### src/rtl/ahb_mtx_in_stg_hold.sv
// AHB bus-matrix input stage: holds a stalled address phase and replays it until granted.
// Optional user-signal sideband is enabled by defining AHB_MTX_IN_STG_XUSER_EN.
module ahb_mtx_in_stg_hold #(
    parameter int          ADDR_W    = 32,
    parameter int          USER_W    = 32,
    parameter logic [3:0]  MASTER_ID = 4'b0000
) (
    input  logic              HCLK,
    input  logic              HRESET,
    input  logic              HSELS,
    input  logic [ADDR_W-1:0] HADDRS,
    input  logic [1:0]        HTRANSS,
    input  logic              HWRITES,
    input  logic [2:0]        HSIZES,
    input  logic [2:0]        HBURSTS,
    input  logic [3:0]        HPROTS,
    input  logic              HMASTLOCKS,
    input  logic [USER_W-1:0] HAUSERS,
    input  logic [USER_W-1:0] HWUSERS,
    input  logic [31:0]       HWDATAS,
    input  logic              HREADYS,
    input  logic              active_ip,
    input  logic              readyout_ip,
    input  logic [1:0]        resp_ip,
    output logic              sel_ip,
    output logic [ADDR_W-1:0] addr_ip,
    output logic [USER_W-1:0] auser_ip,
    output logic [1:0]        trans_ip,
    output logic              write_ip,
    output logic [2:0]        size_ip,
    output logic [2:0]        burst_ip,
    output logic [3:0]        prot_ip,
    output logic              mastlock_ip,
    output logic [3:0]        master_ip,
    output logic [31:0]       wdata_ip,
    output logic [USER_W-1:0] wuser_ip,
    output logic              held_tran_ip,
    output logic              HREADYOUTS,
    output logic [1:0]        HRESPS
);

    localparam logic [1:0] TRANS_NONSEQ = 2'b10;
    localparam logic [1:0] TRANS_SEQ    = 2'b11;
    localparam logic [1:0] RESP_OKAY    = 2'b00;
    localparam logic [1:0] RESP_ERROR   = 2'b01;

    logic              pend_tran;
    logic              data_ph;
    logic              new_tran;
    logic              granted;
    logic              err_cancel;

    logic              h_sel;
    logic [ADDR_W-1:0] h_addr;
    logic [1:0]        h_trans;
    logic              h_write;
    logic [2:0]        h_size;
    logic [2:0]        h_burst;
    logic [3:0]        h_prot;
    logic              h_lock;

    assign new_tran   = HSELS & HTRANSS[1] & HREADYS;
    assign granted    = active_ip & readyout_ip;
    // First ERROR cycle from the previous data phase drops the held transfer.
    assign err_cancel = pend_tran & (resp_ip == RESP_ERROR) & ~readyout_ip;

    always_ff @(posedge HCLK) begin
        if (HRESET) begin
            pend_tran <= 1'b0;
            data_ph   <= 1'b0;
            h_sel     <= 1'b0;
            h_addr    <= '0;
            h_trans   <= '0;
            h_write   <= 1'b0;
            h_size    <= '0;
            h_burst   <= '0;
            h_prot    <= '0;
            h_lock    <= 1'b0;
        end else begin
            if (HREADYS) begin
                h_sel   <= HSELS;
                h_addr  <= HADDRS;
                h_trans <= HTRANSS;
                h_write <= HWRITES;
                h_size  <= HSIZES;
                h_burst <= HBURSTS;
                h_prot  <= HPROTS;
                h_lock  <= HMASTLOCKS;
            end

            if (granted) begin
                pend_tran <= 1'b0;
            end else if (err_cancel) begin
                pend_tran <= 1'b0;
            end else if (new_tran) begin
                pend_tran <= 1'b1;
            end

            if (held_tran_ip && granted) begin
                data_ph <= 1'b1;
            end else if (readyout_ip) begin
                data_ph <= 1'b0;
            end
        end
    end

`ifdef AHB_MTX_IN_STG_XUSER_EN
    logic [USER_W-1:0] h_auser;

    always_ff @(posedge HCLK) begin
        if (HRESET) begin
            h_auser <= '0;
        end else if (HREADYS) begin
            h_auser <= HAUSERS;
        end
    end

    assign auser_ip = pend_tran ? h_auser : HAUSERS;
    assign wuser_ip = HWUSERS;
`else
    logic unused_user;

    assign unused_user = ^{HAUSERS, HWUSERS};
    assign auser_ip    = '0;
    assign wuser_ip    = '0;
`endif

    always_comb begin
        sel_ip      = HSELS;
        addr_ip     = HADDRS;
        trans_ip    = HTRANSS;
        write_ip    = HWRITES;
        size_ip     = HSIZES;
        burst_ip    = HBURSTS;
        prot_ip     = HPROTS;
        mastlock_ip = HMASTLOCKS;
        if (pend_tran) begin
            sel_ip      = h_sel;
            addr_ip     = h_addr;
            // A replayed beat loses its burst context downstream, so SEQ restarts as NONSEQ.
            trans_ip    = (h_trans == TRANS_SEQ) ? TRANS_NONSEQ : h_trans;
            write_ip    = h_write;
            size_ip     = h_size;
            burst_ip    = h_burst;
            prot_ip     = h_prot;
            mastlock_ip = h_lock;
        end
    end

    assign master_ip    = MASTER_ID;
    assign wdata_ip     = HWDATAS;
    assign held_tran_ip = pend_tran | new_tran;

    always_comb begin
        HREADYOUTS = 1'b1;
        if (pend_tran) begin
            HREADYOUTS = 1'b0;
        end else if (data_ph) begin
            HREADYOUTS = readyout_ip;
        end
    end

    assign HRESPS = data_ph ? resp_ip : RESP_OKAY;

endmodule

### config.mk
export PLATFORM = sky130hd
export DESIGN_NAME = ahb_mtx_in_stg_hold
export DESIGN_NICKNAME = d
export VERILOG_FILES = /design/src/rtl/ahb_mtx_in_stg_hold.sv
export SDC_FILE = /design/constraint.sdc
export NUM_CORES = 1
export LEC_CHECK = 0
export CAP_MARGIN = 10
export CORE_AREA = 2 2 117 119
export DETAILED_ROUTE_END_ITERATION = 8
export DIE_AREA = 0 0 119 121
export PLACE_DENSITY_LB_ADDON = 0.08
export SLEW_MARGIN = 30
export SYNTH_ARGS = -nofsm -noshare
export SYNTH_HDL_FRONTEND = slang
export SYNTH_SLANG_ARGS = --single-unit
### constraint.sdc
create_clock -name HCLK -period 3.1 [get_ports HCLK]
set_clock_uncertainty 0.15 [all_clocks]
set_input_delay 0.465 -clock HCLK [delete_from_list [all_inputs] [get_ports HCLK]]
set_output_delay 0.465 -clock HCLK [all_outputs]
set_load 0.01 [all_outputs]
# Word level (Yosys, flattened, before mapping)
# Index checks and enable logic that the tools add are counted.
word_totals:
  in_bits: 150
  register_bits: 49
  word_cells: 36
classes:
  n_reduce_logical: 3
  n_mux: 14
  n_eq_ne: 2
  bitwise_logic: 7
ops:
  columns: ["cell", "count"]
  rows:
  - ["$mux 32", 1]
  - ["$mux 1", 7]
  - ["$mux 2", 3]
  - ["$mux 3", 2]
  - ["$and 1x1->1", 5]
  - ["$mux 4", 1]
  - ["$reduce_or 3->1", 1]
  - ["$eq 2x1->1 const B", 1]
  - ["$eq 2x2->1 const B", 1]
  - ["$reduce_bool 2->1", 1]
  - ["$logic_and 1x1->1", 1]
  - ["$not 1->1", 1]
  - ["$or 1x1->1", 1]

# Longest topological paths before layout
# Gate-level depths: netlist (run 1).
logic_depth:
  depth_word: 5
  depth_mapped: 5
  ltp_nobuf: 2

# Least setup slack after synthesis (run 1)
# Ideal clock, no wire load.
synth_timing:
  path_type: "register to output"
  from: "register pend_tran"
  to: "output port addr_ip[0]"
  path_slack_ns: 1.561
  t_arrival_ns: 0.924
  path_stages_with_launch: 4
  required_time_ns: 2.485
  n_path_buf: 2
  cell_sequence: "dfxtp_1 > buf_6 > buf_4 > mux2_2"
synth_via:
  elab_chain_len: 1
synth_lines:
  columns: ["element", "line_no", "source"]
  rows:
  - ["start: declaration", "47", "logic pend_tran;"]
  - ["start signal: assignment", "69", "pend_tran <= 1'b0;"]
  - ["start signal: assignment", "92", "pend_tran <= 1'b0;"]
  - ["start signal: assignment", "94", "pend_tran <= 1'b0;"]
  - ["$mux 32", "137", "if (pend_tran) begin"]
  - ["end: declaration", "26", "output logic [ADDR_W-1:0] addr_ip,"]
# Every way passes these cells.

# Final worst setup path (run 1)
layout_timing:
  from: "input port HSELS"
  to: "output port held_tran_ip"
layout_via:
  elab_chain_len: 3
layout_lines:
  columns: ["element", "line_no", "source"]
  rows:
  - ["start: declaration", "10", "input logic HSELS,"]
  - ["$and 1x1->1 (2 in series)", "62", "assign new_tran = HSELS & HTRANSS[1] & HREADYS;"]
  - ["$or 1x1->1", "152", "assign held_tran_ip = pend_tran | new_tran;"]
  - ["end: declaration", "37", "output logic held_tran_ip,"]
# Every way passes these cells.

==> results by group, run 1 <==
Outcome
  • Outcome: finished, final reports clean

GRT
  • Vias in the first global route: 2017
  • Antenna violations before repair: 0
  • Total gr overflow: 0
  • Gr usage total: 9.18%
  • Largest net degree at the start of global routing: 50
  • First-pass GRT wire length: 10.4 mm

Place
  • Global placement routability congestion: between 0.6 and 0.7
  • Port buffer count: around 100
  • Worst slack, placed: approximately 0.64 ns
  • Cell total after placement: 553
  • Post-DP HPWL: 4.40 mm

Logic synthesis
  • Synthesized instance count: roughly 320
  • Syn_area_per_cell: between 9 and 10 sq um
  • Yosys cell types: 20
  • #FFs+latches synth: 49
  • Register area share after synthesis: a little under a third
  • Post-Synthesis Cell Area: about 3200 sq um
  • Synth warn: 0

Detailed routing
  • WL/cell: 12.2 microns
  • 1st-pass router iterations: 4
  • Metal-1 WL: approximately 3.0 mm
  • Detail-routed via count per cell: ~3.7
  • Met3 WL: between 600 and 700 microns
  • Total wire length: a little under 7 mm
  • Metal2 WL: 3.12 mm
  • DR top layer: met4
  • Total vias in the final route: 2094
  • DRC Markers: 0
  • DR iter-0 viols: 74
  • Post-DRT Antenna Nets: 0

Pwr
  • Combinational power share: a little under a quarter
  • Sw power: between 400 and 500 uW
  • Switching share of power: between 20% and 30%
  • Leakage power: 1.68 nW
  • Internal power: around 1.2 mW
  • Pwr dens: 408 nW/um^2
  • Clk network pwr share: between 30% and 40%
  • Worst VDD drop: around 0.00017 V
  • Seq pwr share: between 40% and 50%

Worst setup path
  • Startpoint types: input pin
  • Worst path most repeated cell: clkdlybuf4s50_1
  • Crit-path max cell delay: around 0.52 ns
  • Crit-path max FO: 4
  • Crit-path cells: clkdlybuf4s50_1, a31oi_1, inv_1, clkdlybuf4s50_1
  • CP Data Arrival Time: about 1.8 ns
  • Critical Path Stages: 4
  • CP bufs+invs: 3
  • Worst r2r path cells: 3
  • CP max stage cell: clkdlybuf4s50_1
  • Critical path capture point type: output port
  • Crit path kind: input pin to output port
  • Data required, critical path: 2.48 ns
  • Family with the most delay on the worst path: buffers and inverters

Floorplan
  • DIE AREA: about 14000 sq um
  • Num rows: 42
  • Initial Utilization: 24.1%
  • I/O pin cnt: about 300
  • Die X: 119 microns
  • Die Ht: between 100 and 150 microns
  • Core box area: approximately 13000 sq um

Clock tree
  • Number of CTS-inserted buffers: 5
  • Clk pin slew, worst setup/hold paths: approximately 0.060 ns
  • CTS resizes: 0
  • Post-CTS Setup Inserts: 0
  • CTS sink cnt: 49
  • CTS Buffer Depth: 2
  • Clk root buf: clkbuf_16
  • CTS HTree Levels: 2
  • CTS Hold Bufs: 0
  • Worst-Skew Late Latency: around 0.29 ns
  • TritonCTS clock tree: yes

Final layout
  • Antenna diodes: 0
  • Layout net count: 534
  • Most frequent cells in the layout: clkdlybuf4s50_1 (102), conb_1 (68), mux2i_1 (48), dfxtp_1 (48), nor2_1 (47)
  • Final cell count without fillers: 561
  • Proportion of layout cells with a drive suffix above 1: ~15%
  • Commonest non-fill, non-tap cell in the layout: clkdlybuf4s50_1
  • Synth-to-Final Area Change: 24.7%
  • Final core occ: around 30%

STA
  • WHS: ~0.34 ns
  • Fin crit period: roughly 2.5 ns
  • Slew Limit Fails: 0
  • Final Hold Vio Count: 0
  • Setup ws final: roughly 0.64 ns
  • Total negative slack: 0 ns
  • # setup viols final: 0
  • Slew headroom: 41.9%
  • Final worst path period share: about four fifths
  • RSZ-0062 raised after global routing: no
  • Fmax achieved: ~0.41 GHz
  • Worst-margin pin slew: roughly 0.87 ns

Hold path
  • Worst Hold Class: register to register
  • Worst hold stages: 2

Run
  • MaxCap Viol Count: 0
## power by group through the flow
stage	clock, mW	sequential, mW	combinational (mW)
floorplan	0	0.692	0.312
global placement	0	0.697	0.381
global route	0.598	0.687	0.412
CTS	0.584	0.682	0.384
finish	0.541	0.683	0.378
detailed placement	0	0.697	0.382
## worst register-to-register path, delay by kind of cell (launching register included)
kind | cells | cell delay (ns)
DFF | 1 | 0.36
AOI/OAI and AO/OA | 2 | 0.40
buffers and inverters | 1 | 0.29
## registers in the layout (all words and copies together) (netlist names), 2 cells and up
signal	count
h_addr	32
h_prot	4
h_burst	3
h_trans	2
h_size	3
## final cells by class
class / count / area [sq um]
timing repair buffer: 106 / 1060
multi-input combinational: 220 / 1520
clock buffer: 8 / 136
fill: 1389 / 9160
tap: 176 / 220
sequential: 49 / 982
inverter: 2 / 7.51
## through the flow
stage / power [mW] / cell area (sq um)
after floorplan: 1.00 / 3400
after global placement: 1.08 / 3790
after detailed placement: 1.08 / 3790
after CTS: 1.65 / 3930
after global routing: 1.70 / 3930
final: 1.60 / 3930
## cells in the mapped netlist (all sizes together)
| cell type | n | area [sq um] |
|---|---|---|
| nand2b | 1 | 6.26 |
| nor2 | 47 | 176 |
| conb | 1 | 3.75 |
| inv | 2 | 7.51 |
| mux2 | 46 | 518 |
| and4bb | 1 | 16.3 |
| and2 | 3 | 18.8 |
| mux2i | 48 | 480 |
| clkbuf | 2 | 7.51 |
| a31oi | 1 | 6.26 |
| a22o | 1 | 8.76 |
| buf | 115 | 886 |
| nand3 | 1 | 5.00 |
| a2111oi | 1 | 15.0 |
| a311oi | 1 | 8.76 |
| dfxtp | 49 | 981 |
| nor2b | 1 | 6.26 |
## cell families (layout without fill, tap and decap cells)
kind of cell    count (synthesis)  in the layout  synth area share, %
compound gates                  4              4                 1.23
buf+inv                       119            116                 28.6
flops                          49             49                 31.1
mux                            94             94                 31.7
other cells                     1             68                0.119
simple gates                   54             54                 7.27
## final timing paths
kind | start | slack, ns | to
max reg2reg | pend_tran | 1.80 | pend_tran
max | HSELS | 0.64 | held_tran_ip
min reg2reg | h_addr[6] | 0.34 | h_addr[6]
min | h_addr[6] | 0.34 | h_addr[6]
## metal layers
layer / GRT usage [%] / up-vias
met5: 0 / -
met4: 3.05 / 0
met3: 3.43 / 15
met2: 15.1 / 102
met1: 11.1 / 949
li1: - / 1028
No activity file was read; power rests on OpenSTA's default activity.
==> run 2, diff against run 1 <==
--- a/config.mk
+++ b/config.mk
@@ -6,9 +6,9 @@
 export NUM_CORES = 1
 export LEC_CHECK = 0
 export CAP_MARGIN = 10
-export CORE_AREA = 2 2 117 119
+export CORE_AREA = 2 2 116 118
 export DETAILED_ROUTE_END_ITERATION = 8
-export DIE_AREA = 0 0 119 121
+export DIE_AREA = 0 0 118 120
 export PLACE_DENSITY_LB_ADDON = 0.08
 export SLEW_MARGIN = 30
 export SYNTH_ARGS = -nofsm -noshare
==> constraint.sdc (replaced) <==
create_clock -name HCLK -period 2.1 [get_ports HCLK]
set_clock_uncertainty 0.15 [all_clocks]
set_input_delay 0.315 -clock HCLK [delete_from_list [all_inputs] [get_ports HCLK]]
set_output_delay 0.315 -clock HCLK [all_outputs]
set_load 0.01 [all_outputs]
==> results by group, run 2 (same netlist as run 1, synthesis figures left out) <==
GRT
  • Largest net degree at the start of global routing: 49
  • Total gr overflow: 0
  • GR met1 Demand/Resource: 11.6%
  • Antenna violations before repair: 0
  • Met3 global-route usage: under 10%
  • Gr usage total: 9.64%
  • Grt met2 use: 15.3%
  • Vias in the first global route: ~2100
  • Most Crowded Layer GR: met2
  • First-pass GRT wire length: about 11 mm

Final layout
  • Commonest non-fill, non-tap cell in the layout: conb_1
  • Max FFs per register: 32
  • Antenna diodes: 0
  • Most frequent cells in the layout: conb_1 (68), clkdlybuf4s50_1 (53), mux2i_1 (48), dfxtp_1 (48), dlygate4sd2_1 (48)
  • # fillers: ~1400
  • Proportion of layout cells with a drive suffix above 1: ~16%
  • Top Registers: h_addr (32), h_prot (4)
  • Finished layout cell area: 3940 sq um
  • Largest reg by FF count: h_addr
  • Layout net count: around 540
  • Final core occ: 30.3%
  • Synth-to-Final Area Change: 24.9%

Clock tree
  • Clk pin slew, worst setup/hold paths: about 0.06 ns
  • CTS Hold Bufs: 0
  • CTS HTree Levels: 2
  • Number of CTS-inserted buffers: 5
  • Worst-Skew Late Latency: between 0.2 and 0.3 ns
  • Clk root buf: clkbuf_16
  • CTS sink cnt: 49
  • CTS Buffer Depth: 2
  • TritonCTS clock tree: yes

Worst setup path
  • RR Startpoint: pend_tran
  • CP Data Arrival Time: approximately 1.6 ns
  • Data required, critical path: around 1.6 ns
  • CP bufs+invs: 3
  • Crit-path max cell delay: between 0.5 and 0.6 ns
  • CP max stage cell: clkdlybuf4s50_1
  • Startpoint types: input pin
  • Crit-path cells: clkdlybuf4s50_1, a31oi_2, inv_1, clkdlybuf4s50_1
  • Worst path most repeated cell: clkdlybuf4s50_1
  • Reg-to-reg critical path endpoint: pend_tran
  • Worst r2r path cells: 4
  • Critical path capture point type: output port
  • Family with the most delay on the worst path: buffers and inverters
  • Crit path kind: input pin to output port
  • Reg2Reg Setup Slack: 0.81 ns
  • Crit-path max FO: 4

Detailed routing
  • Total wire length: just under 7 mm
  • DRC Markers: 0
  • Post-DRT Antenna Nets: 0
  • Detail-routed via count per cell: 3.70
  • 1st-pass router iterations: 4
  • WL/cell: 12.3 microns
  • DR iter-0 viols: 67
  • Total vias in the final route: 2088

STA
  • Worst-margin pin slew: roughly 0.84 ns
  • Total negative slack: 0 ns
  • Slew headroom: 44.2%
  • WHS: 0.281 ns
  • # setup viols final: 0
  • Final worst path period share: between 90% and 100%
  • Fin crit period: 2.06 ns
  • RSZ-0062 raised after global routing: no
  • Fmax achieved: between 0.4 and 0.5 GHz
  • Slew Limit Fails: 0
  • Final Hold Vio Count: 0

Floorplan
  • Num rows: 42
  • I/O pin cnt: 301
  • Die X: 118 microns
  • Die Ht: roughly 120 microns
  • DIE AREA: between 10000 and 15000 sq um
  • Initial Utilization: between 20% and 30%
  • Core box area: 13000 sq um

Place
  • Placed cell areas: slightly below 4000 sq um
  • Post-DP HPWL: 4.67 mm
  • Port buffer count: between 100 and 150
  • Global placement routability congestion: approximately 0.61

Outcome
  • Outcome: finished, final reports clean

Pwr
  • Worst VDD drop: roughly 0.00021 V
  • Pwr dens: 596 nW/um^2
  • Power, Total: 2.35 mW
  • Leakage power: 1.79 nW

Hold path
  • Worst Hold Class: input pin to register
  • Hold path endpoint: h_trans[1]
  • Hold_sp: HTRANSS[1]
  • Worst hold stages: 3

Run
  • MaxCap Viol Count: 0
## run 2: cell types whose count changed in the layout (fill, tap and decap cells not counted)
cell and change:
clkdlybuf4s50_1 -49, dlygate4sd2_1 +48, buf_12 +2, clkbuf_8 +1, buf_4 +1, a31oi_1 -1, dlymetal6s2s_1 +1, a31oi_2 +1
buf_2 +1, clkbuf_1 -2
## run 2: worst max-delay path by stage
stage	startpoint	endpoint	slack (ns)	cells after the start
after floorplan	pend_tran	addr_ip[0]	0.71	3
after global placement	HTRANSS[1]	held_tran_ip	0.02	4
after detailed placement	HTRANSS[1]	held_tran_ip	0.01	4
after CTS	HTRANSS[1]	held_tran_ip	0.0006	4
after global routing	HSELS	held_tran_ip	0.01	4
final	HSELS	held_tran_ip	0.04	4
## run 2: stage by stage
step | setup slack, ns | instances
after global placement | 0.0159 | 557
after CTS | 0.000573 | 564
final | 0.0443 | 564
after global routing | 0.00998 | 564
after floorplan | 0.711 | 388
after detailed placement | 0.0120 | 557
## run 2: power by group
group,total (mW),switching [mW],internal (mW)
clock,0.819,0.350,0.469
combinational,0.519,0.245,0.274
sequential,1.01,0.0242,0.984
## run 2: timing repair
action,in CTS,in global routing
pin swaps,0,0
endpoints found under the setup margin,48,1
setup buffers,0,0
resized for setup,48,2
endpoints found under the hold margin,0,0
## run 2: final cells by class
cell class	count	area, sq um	share of cell area (%)
Inverter	2	7.51	0.191
Sequential cell	49	982	25.0
Tap cell	176	220	5.59
Clock buffer	7	143	3.62
Multi-Input combinational cell	220	1530	38.8
Timing Repair Buffer	110	1060	26.8
## run 2: per-layer routing
metal	vias up	part of all wire [%]	routed length (microns)
met5	-	0	0
li1	1022	-	-
met4	0	1.6	108
met3	15	9.4	651
met2	101	45	3110
met1	950	44	3060
## run 2: worst reg2reg max path, delay by kind of cell, from the launching register on
family          cells  cell delay [ns]
compound gates      2             0.32
flops               1             0.38
buf+inv             2             0.34
